$ cat config.mk
export PLATFORM = sky130hd
export DESIGN_NAME = alu_arbiter
export DESIGN_NICKNAME = d
export VERILOG_FILES = /design/src/rtl/alu_arbiter.sv
export SDC_FILE = /design/constraint.sdc
export NUM_CORES = 1
export LEC_CHECK = 0
export CAP_MARGIN = 25
export CORE_MARGIN = 2
export CORE_UTILIZATION = 34
export CTS_CLUSTER_DIAMETER = 150
export CTS_CLUSTER_SIZE = 28
export DETAILED_ROUTE_END_ITERATION = 7
export GPL_TIMING_DRIVEN = 0
export PLACE_DENSITY = 0.77
export SLEW_MARGIN = 0
export SYNTH_ARGS = -nofsm -noshare
export SYNTH_HDL_FRONTEND = slang
export SYNTH_SLANG_ARGS = --single-unit
$ cat constraint.sdc
create_clock -name clk -period 2.05 [get_ports clk]
set_clock_uncertainty 0.1 [all_clocks]
set_input_delay 0.5125 -clock clk [delete_from_list [all_inputs] [get_ports clk]]
set_output_delay 0.5125 -clock clk [all_outputs]
set_load 0.01 [all_outputs]
$ cat src/rtl/alu_arbiter.sv
`default_nettype none
// +----------------------------------------------------------------------------+
// | Module      : alu_arbiter                                                  |
// | Description : Two-requester arbiter in front of a shared combinational ALU.|
// |               Optional round-robin arbitration via macro ALU_ARB_RR_EN.    |
// | Revision    : 1.0 - initial release                                        |
// +----------------------------------------------------------------------------+
module alu_arbiter #(
  parameter int WIDTH = 16
) (
  input  logic             clk,
  input  logic             rst,
  input  logic             req0_valid,
  output logic             req0_ready,
  input  logic [1:0]       req0_aluop,
  input  logic [3:0]       req0_funct,
  input  logic [WIDTH-1:0] req0_a,
  input  logic [WIDTH-1:0] req0_b,
  input  logic             req1_valid,
  output logic             req1_ready,
  input  logic [1:0]       req1_aluop,
  input  logic [3:0]       req1_funct,
  input  logic [WIDTH-1:0] req1_a,
  input  logic [WIDTH-1:0] req1_b,
  output logic [3:0]       alu_ctrl,
  output logic [WIDTH-1:0] alu_a,
  output logic [WIDTH-1:0] alu_b,
  input  logic [WIDTH-1:0] alu_result,
  output logic             rsp_valid,
  input  logic             rsp_ready,
  output logic             rsp_id,
  output logic [WIDTH-1:0] rsp_result,
  output logic             rsp_err
);

  typedef enum logic [1:0] {
    S_IDLE = 2'd0,
    S_EXEC = 2'd1,
    S_RESP = 2'd2
  } state_t;

  localparam logic [3:0] c_CTRL_ILLEGAL = 4'b1111;

  state_t           r_state;
  state_t           w_next;
  logic [3:0]       r_alu_ctrl;
  logic [WIDTH-1:0] r_alu_a;
  logic [WIDTH-1:0] r_alu_b;
  logic             r_rsp_id;
  logic [WIDTH-1:0] r_rsp_result;
  logic             r_rsp_err;

  logic             w_pick1;
  logic             w_can_accept;
  logic             w_accept;
  logic [1:0]       w_aluop;
  logic [3:0]       w_funct;
  logic [WIDTH-1:0] w_a;
  logic [WIDTH-1:0] w_b;
  logic [3:0]       w_ctrl;
  logic             w_illegal;

  function automatic logic [3:0] decode(input logic [1:0] aluop, input logic [3:0] funct);
    logic [3:0] ctrl;
    ctrl = c_CTRL_ILLEGAL;
    case (aluop)
      2'b00: ctrl = 4'b0010;
      2'b01: ctrl = 4'b0110;
      2'b10: begin
        case (funct)
          4'b1000: ctrl = 4'b0110;
          4'b0000: ctrl = 4'b0010;
          4'b0111: ctrl = 4'b0001;
          4'b0110: ctrl = 4'b0000;
          default: ctrl = c_CTRL_ILLEGAL;
        endcase
      end
      default: ctrl = 4'b0000;
    endcase
    return ctrl;
  endfunction

`ifdef ALU_ARB_RR_EN
  // Pointer holds the id of the last granted requester; the other one wins a tie.
  logic r_last;

  assign w_pick1 = req1_valid & (~req0_valid | ~r_last);

  always_ff @(posedge clk) begin
    if (rst) begin
      r_last <= 1'b1;
    end else if (w_accept) begin
      r_last <= w_pick1;
    end
  end
`else
  assign w_pick1 = req1_valid & ~req0_valid;
`endif

  assign w_can_accept = ~rst & ((r_state == S_IDLE) | ((r_state == S_RESP) & rsp_ready));
  assign w_accept     = w_can_accept & (req0_valid | req1_valid);
  assign req0_ready   = w_can_accept & req0_valid & ~w_pick1;
  assign req1_ready   = w_can_accept & w_pick1;

  assign w_aluop   = w_pick1 ? req1_aluop : req0_aluop;
  assign w_funct   = w_pick1 ? req1_funct : req0_funct;
  assign w_a       = w_pick1 ? req1_a     : req0_a;
  assign w_b       = w_pick1 ? req1_b     : req0_b;
  assign w_ctrl    = decode(w_aluop, w_funct);
  assign w_illegal = (w_ctrl == c_CTRL_ILLEGAL);

  always_comb begin
    w_next = r_state;
    if (w_accept) begin
      w_next = w_illegal ? S_RESP : S_EXEC;
    end else begin
      case (r_state)
        S_IDLE:  w_next = S_IDLE;
        S_EXEC:  w_next = S_RESP;
        S_RESP:  w_next = rsp_ready ? S_IDLE : S_RESP;
        default: w_next = S_IDLE;
      endcase
    end
  end

  always_ff @(posedge clk) begin
    if (rst) begin
      r_state <= S_IDLE;
    end else begin
      r_state <= w_next;
    end
  end

  // Illegal ops never reach the ALU registers, so alu_ctrl cannot carry 1111.
  always_ff @(posedge clk) begin
    if (rst) begin
      r_alu_ctrl   <= 4'b0000;
      r_alu_a      <= '0;
      r_alu_b      <= '0;
      r_rsp_id     <= 1'b0;
      r_rsp_result <= '0;
      r_rsp_err    <= 1'b0;
    end else if (w_accept) begin
      r_rsp_id <= w_pick1;
      if (w_illegal) begin
        r_rsp_result <= '0;
        r_rsp_err    <= 1'b1;
      end else begin
        r_alu_ctrl <= w_ctrl;
        r_alu_a    <= w_a;
        r_alu_b    <= w_b;
        r_rsp_err  <= 1'b0;
      end
    end else if (r_state == S_EXEC) begin
      r_rsp_result <= alu_result;
    end
  end

  assign alu_ctrl   = r_alu_ctrl;
  assign alu_a      = r_alu_a;
  assign alu_b      = r_alu_b;
  assign rsp_valid  = (r_state == S_RESP);
  assign rsp_id     = r_rsp_id;
  assign rsp_result = r_rsp_result;
  assign rsp_err    = r_rsp_err;

endmodule
`default_nettype wire
Word-level counts from Yosys, hierarchy flattened:

Index checks and enable logic that the tools add are counted.

* logic and storage cells: 49
* memories: 0
* register bits after elaboration: 56
* ROM bits: 0
* RAM bits: 0
* bits in latches: 0

* $lt $le $gt $ge: 0
* reductions and logical operators: 6
* shifts and indexed selects: 0
* multiplexer cells: 14
* bitwise gates (word level): 13
* equal/unequal tests: 9
* divide/modulo/power cells: 0
* $add $sub $neg: 0
* multiply operators: 0

Operators by type and width (count)
* $mux 16: 5
* $pmux 4 s4: 1
* $pmux 4 s3: 1
* $eq 4x3->1 const B: 2
* $eq 4x4->1 const B: 2
* $mux 2: 4
* $and 1x1->1: 7
* $eq 2x1->1 const B: 2
* $eq 2x2->1 const B: 2
* $logic_not 2->1: 2
* $logic_not 4->1: 1
* $mux 4: 1
* $not 1->1: 4
* $pmux 2 s2: 1
* $reduce_and 2->1: 2
* $ne 2x1->1 const B: 1
* $or 1x1->1: 2
* $reduce_bool 2->1: 1
* $mux 1: 1

Depth between registers and ports, before layout:

* word-level depth: 9
* mapped depth: 9
* depth with buffers taken out: 7

Worst setup path before layout:

OpenSTA, ideal clock, no wires.

* path kind: reg-to-reg
* start point: register r_state[0]
* end point: register r_rsp_result[0] (netlist: rsp_result[0])
* cell stages (with the launch flop): 8
* arrival: 1.805 ns
* setup time: 0.116 ns
* period minus slack after synthesis: 2.021 ns
* setup slack: 0.029 ns
* path buffers: 1
* path through: dfxtp_1 inv_1 ha_1 a21oi_1 or3_1 o31ai_2 buf_6 a21oi_1

* cells in the longest elaborated chain, start to end: 7
* elaborated cells between the ends (all ways): 11

RTL lines
* start, declared: line 44 `state_t r_state;`
* start signal, assigned: line 130 `r_state <= w_next;`
* $eq 2x2->1 *
* named net rsp_valid: line 29 `output logic rsp_valid,`
* $and 1x1->1 *: line 100 `assign w_can_accept = ~rst & ((r_state == S_IDLE) | ((r_state == S_RESP) & rsp_ready));`
* $or 1x1->1 *: line 100
* $and 1x1->1 *: line 100
* $and 1x1->1 *: line 101 `assign w_accept = w_can_accept & (req0_valid | req1_valid);`
* $ne 2x1->1 (no source line) or $reduce_bool 2->1 (tied branches)
* $reduce_and 2->1 (no source line)
* end signal, assigned: line 155 `r_rsp_result <= alu_result;`
* end, declared: line 50 `logic [WIDTH-1:0] r_rsp_result;`

Mark *: on every way through the listed nets, which the timed path passes. The rest lies on a longest branch.
A chain may end at the register's enable or synchronous reset.

Worst setup path in the final report:

* start point: input port req1_aluop[1]
* end point: register r_alu_ctrl[1] (netlist: alu_ctrl[1])

* cells in the longest elaborated chain, start to end: 6
* elaborated cells between the ends (all ways): 8

RTL lines
* start, declared: line 21 `input logic [1:0] req1_aluop,`
* $mux 2 *: line 105 `assign w_aluop = w_pick1 ? req1_aluop : req0_aluop;`
* $eq 2x2->1, or another cell as far along: line 66 `case (aluop)`
* $pmux 4 s3 *: line 66
* $eq 4x4->1: line 110 `assign w_illegal = (w_ctrl == c_CTRL_ILLEGAL);`
* $not 1->1 (no source line)
* $reduce_and 2->1 (no source line)
* end signal, assigned: line 149 `r_alu_ctrl <= w_ctrl;`
* end, declared: line 46 `logic [3:0] r_alu_ctrl;`

Mark *: on every way between the ends. The rest lies on a longest branch, timed or not.

==> results <==
## tightest hold or removal path, stage by stage, from the launching register on
cell and delay, ns:
dfxtp_1 0.32, nand2_1 0.05, a21oi_1 0.05
## registers in the layout, indices dropped and copies added, names as in the netlist
name,count
alu_a,16
alu_b,16
alu_ctrl,4
r_state,2
rsp_err,1
rsp_id,1
rsp_result,16
## cell families after synthesis
family | count (synthesis)
AO/OA/AOI/OAI | 31
AND/OR/NAND/NOR | 89
flip-flops | 56
buffers and inverters | 26
adder cells (fa/ha/maj) | 3
multiplexers | 71
## layer usage
| layer | global-route usage | vias to the layer above |
|---|---|---|
| met1 | 0.2073 | 1148 |
| met5 | 0 | - |
| met3 | 0.05145 | 6 |
| li1 | - | 1296 |
| met4 | 0.04419 | 0 |
| met2 | 0.3254 | 118 |
## power groups by stage
stage	combinational (W)	sequential [W]	clock, W
after floorplan	0.000302	0.00133	0
after global placement	0.000821	0.00127	0
after detailed placement	0.000836	0.00128	0
after CTS	0.000900	0.00126	0.000776
after global routing	0.000980	0.00127	0.000821
final	0.000913	0.00125	0.000747
## worst max path at each step
stage / start / endpoint / slack, ns / cells after the start
finish: req1_aluop[1] / alu_ctrl[1] / 0.05 / 6
global route: req0_funct[2] / alu_ctrl[1] / 0.005 / 7
CTS: r_state[1] / req1_ready / 0.004 / 6
detailed placement: req0_valid / req1_ready / -0.88 / 6
global placement: req0_valid / req1_ready / -0.87 / 6
floorplan: r_state[0] / rsp_result[0] / 0.03 / 7
## layout make-up
cell class	count	share of cell area
buffer	15	0.03020
sequential	56	0.2422
tap	99	0.02670
timing repair buffer	174	0.3598
clock buffer	6	0.01780
clock inverter	2	0.008360
inverter	9	0.007282
multi-input combinational	194	0.3077
## through the flow
stage / cell area, µm² / setup WS [ns] / setup TNS (ns)
2_1_floorplan: 2606 / 0.02934 / 0
3_3_place_gp: 4252 / -0.8680 / -34.48
3_5_place_dp: 4252 / -0.8841 / -37.16
4_1_cts: 4597 / 0.003735 / 0
5_1_grt: 4639 / 0.005352 / 0
6_report: 4639 / 0.05360 / 0
## what timing repair did
action                     4_1_cts  5_1_grt
buffers inserted                20        1
gates resized for setup         37       17
cloned                           0        1
pin swaps                        5        5
setup endpoints to repair       58       52
## layout by cell type, fill, tap and decap left out, drive strengths merged, types with 2 or more instances in the layout
cell             n
clkdlybuf4s50  144
mux2i           69
nand2           68
dfxtp           56
buf             34
a21oi           19
clkbuf          13
inv              8
nor2             7
nor2b            3
ha               3
a31oi            2
o211ai           2
mux2             2
dlymetal6s2s     2
dlygate4sd2      2
nand2b           2
nor3             2
or3              2
clkinv           2
==> qor.txt <==
outcome = complete, no violations
Clock Latency Late Sink = 0.29 ns
Synth Area in Compound Gates = 0.07249
count leader, synth = nand2_1
internal power = 0.002155 W
Mapped Cells = 276
RSZ-0062 raised after global routing = false
crit start category = input port
WL met2 = 3.850 mm
Power, Total = 0.002916 W
final WL = 7.664 mm
Residual DRC = 0
CP max FO = 5
Final HPWL DP = 5.743 mm
required time of the critical path = 2.14 ns
Synth Area in Adders = 0.01440
Placer Congestion = 0.8180
commonest cells in the netlist = 68 x nand2_1, 67 x mux2i_1, 56 x dfxtp_1
Top delay family on crit path = buffers and inverters
r2r endpoint = rsp_id
multiplexer area fraction after synthesis = 0.2799
antenna violations before repair = 0
clk sinks = 56
Iter 0 DRT Violations = 37
Yosys top cell area share = 0.4301
peak supply drop = 0.3265 mV
Die Span Y = 91.55 µm
clock transition at the registers of the reported paths = 0.09 ns
ANT cells = 0
dpl cells = 527
initial core utilization = 0.3555
hold_buf cts = 0
CP max stage delay = 0.49 ns
Post-Syn Area = 2606 µm²
final core occ = 0.6329
Post-Route Hold Slack = 0.3570 ns
buffers and inverters on the worst path = 2
largest net degree at the start of global routing = 18
sequential cell area = 1124 µm²
Arr. time, crit path = 2.09 ns
drt via density = 4.627
Top Ports = 154
area grow syn2layout = 78.01%
syn_area_per_cell = 9.443 µm²
Post-synth EDFFs = 0
Synth async-reset ratio = 0
Synth Warn # = 0
Cell Rows = 31
Final ANT Viol Nets = 0
ys flop type = dfxtp_1
critical path class = in2reg
core area = 7331 µm²
vias in the first global route = 2721
slowest CP cell = clkdlybuf4s50_1
total grt overflow = 0
R2R setup slack = 0.10 ns
crit path time final = 1.996 ns
Final #Nets = 555
Psw = 0.0007603 W
Final Instance Count excl. Fillers = 555
hold-critical path depth = 2
CTS Buffer Depth = 2
Pre-antenna DRT Iters = 4
post-synthesis sequential area ratio = 0.4301
FF+latch count, synth = 56
CTS H-tree depth = 2
fill count = 604
CTS buffer count = 5
Crit. End Element = register
total number of vias = 2568
power density cells = 628.4 nW/µm²
Hold Crit Class = reg2reg
root buffer cell = clkbuf_8
full die area = 8381 µm²
Simple-Gate Fraction of Synth Area = 0.1459
fraction of layout cells with a size suffix above 1 = 0.1469
Max-Cap Viols = 0
Period Utilization, post-route = 0.9739
max_slew headroom = 0.5501
fin. max-slew vios = 0
switching share of power = 0.2608
largest area contributor in the netlist = dfxtp_1
top sig layer = met4
Highest Clock Rate = 0.5009 GHz
Worst Tran Pin Value = 0.6748 ns
Worst Hold End = rsp_result[6]
die width = 91.55 µm
Multi-input gate area = 1428 µm²
xor/xnor share of the synthesized area = 0
WL per Instance = 13.81 µm
met3 wire length = 560 µm
routed metal-1 wirelength = 3.169 mm
Final Hold Fails = 0
port buffer count = 152
Cell Chain, Critical Path = clkdlybuf4s50_1 > nor3b_2 > a31oi_2 > o21ai_2 > buf_6 > mux2_2
largest cells by area after synthesis = dfxtp_1 43%, mux2i_1 26%, nand2_1 9.8%, a21oi_1 3.6%, buf_6 2.6%
Clk network pwr share = 0.256
P_leak = 2.108 nW
first-pass GRT wire length = 12.43 mm
Cell variety after synth = 35
main combinational cell family by area after synthesis = multiplexers
Reg power frac = 0.430
Tot GR Track Use = 0.1800
Worst Reg2Reg Path Length in Cells = 12
Hold Crit Start = rsp_result[6]
Setup violations, final = 0
r2r startpoint = r_state[0]
CTS tree = built
combinational cell fraction of total power = 0.313
Post-Syn Nets = 376
No activity file was read; power rests on OpenSTA's default activity.
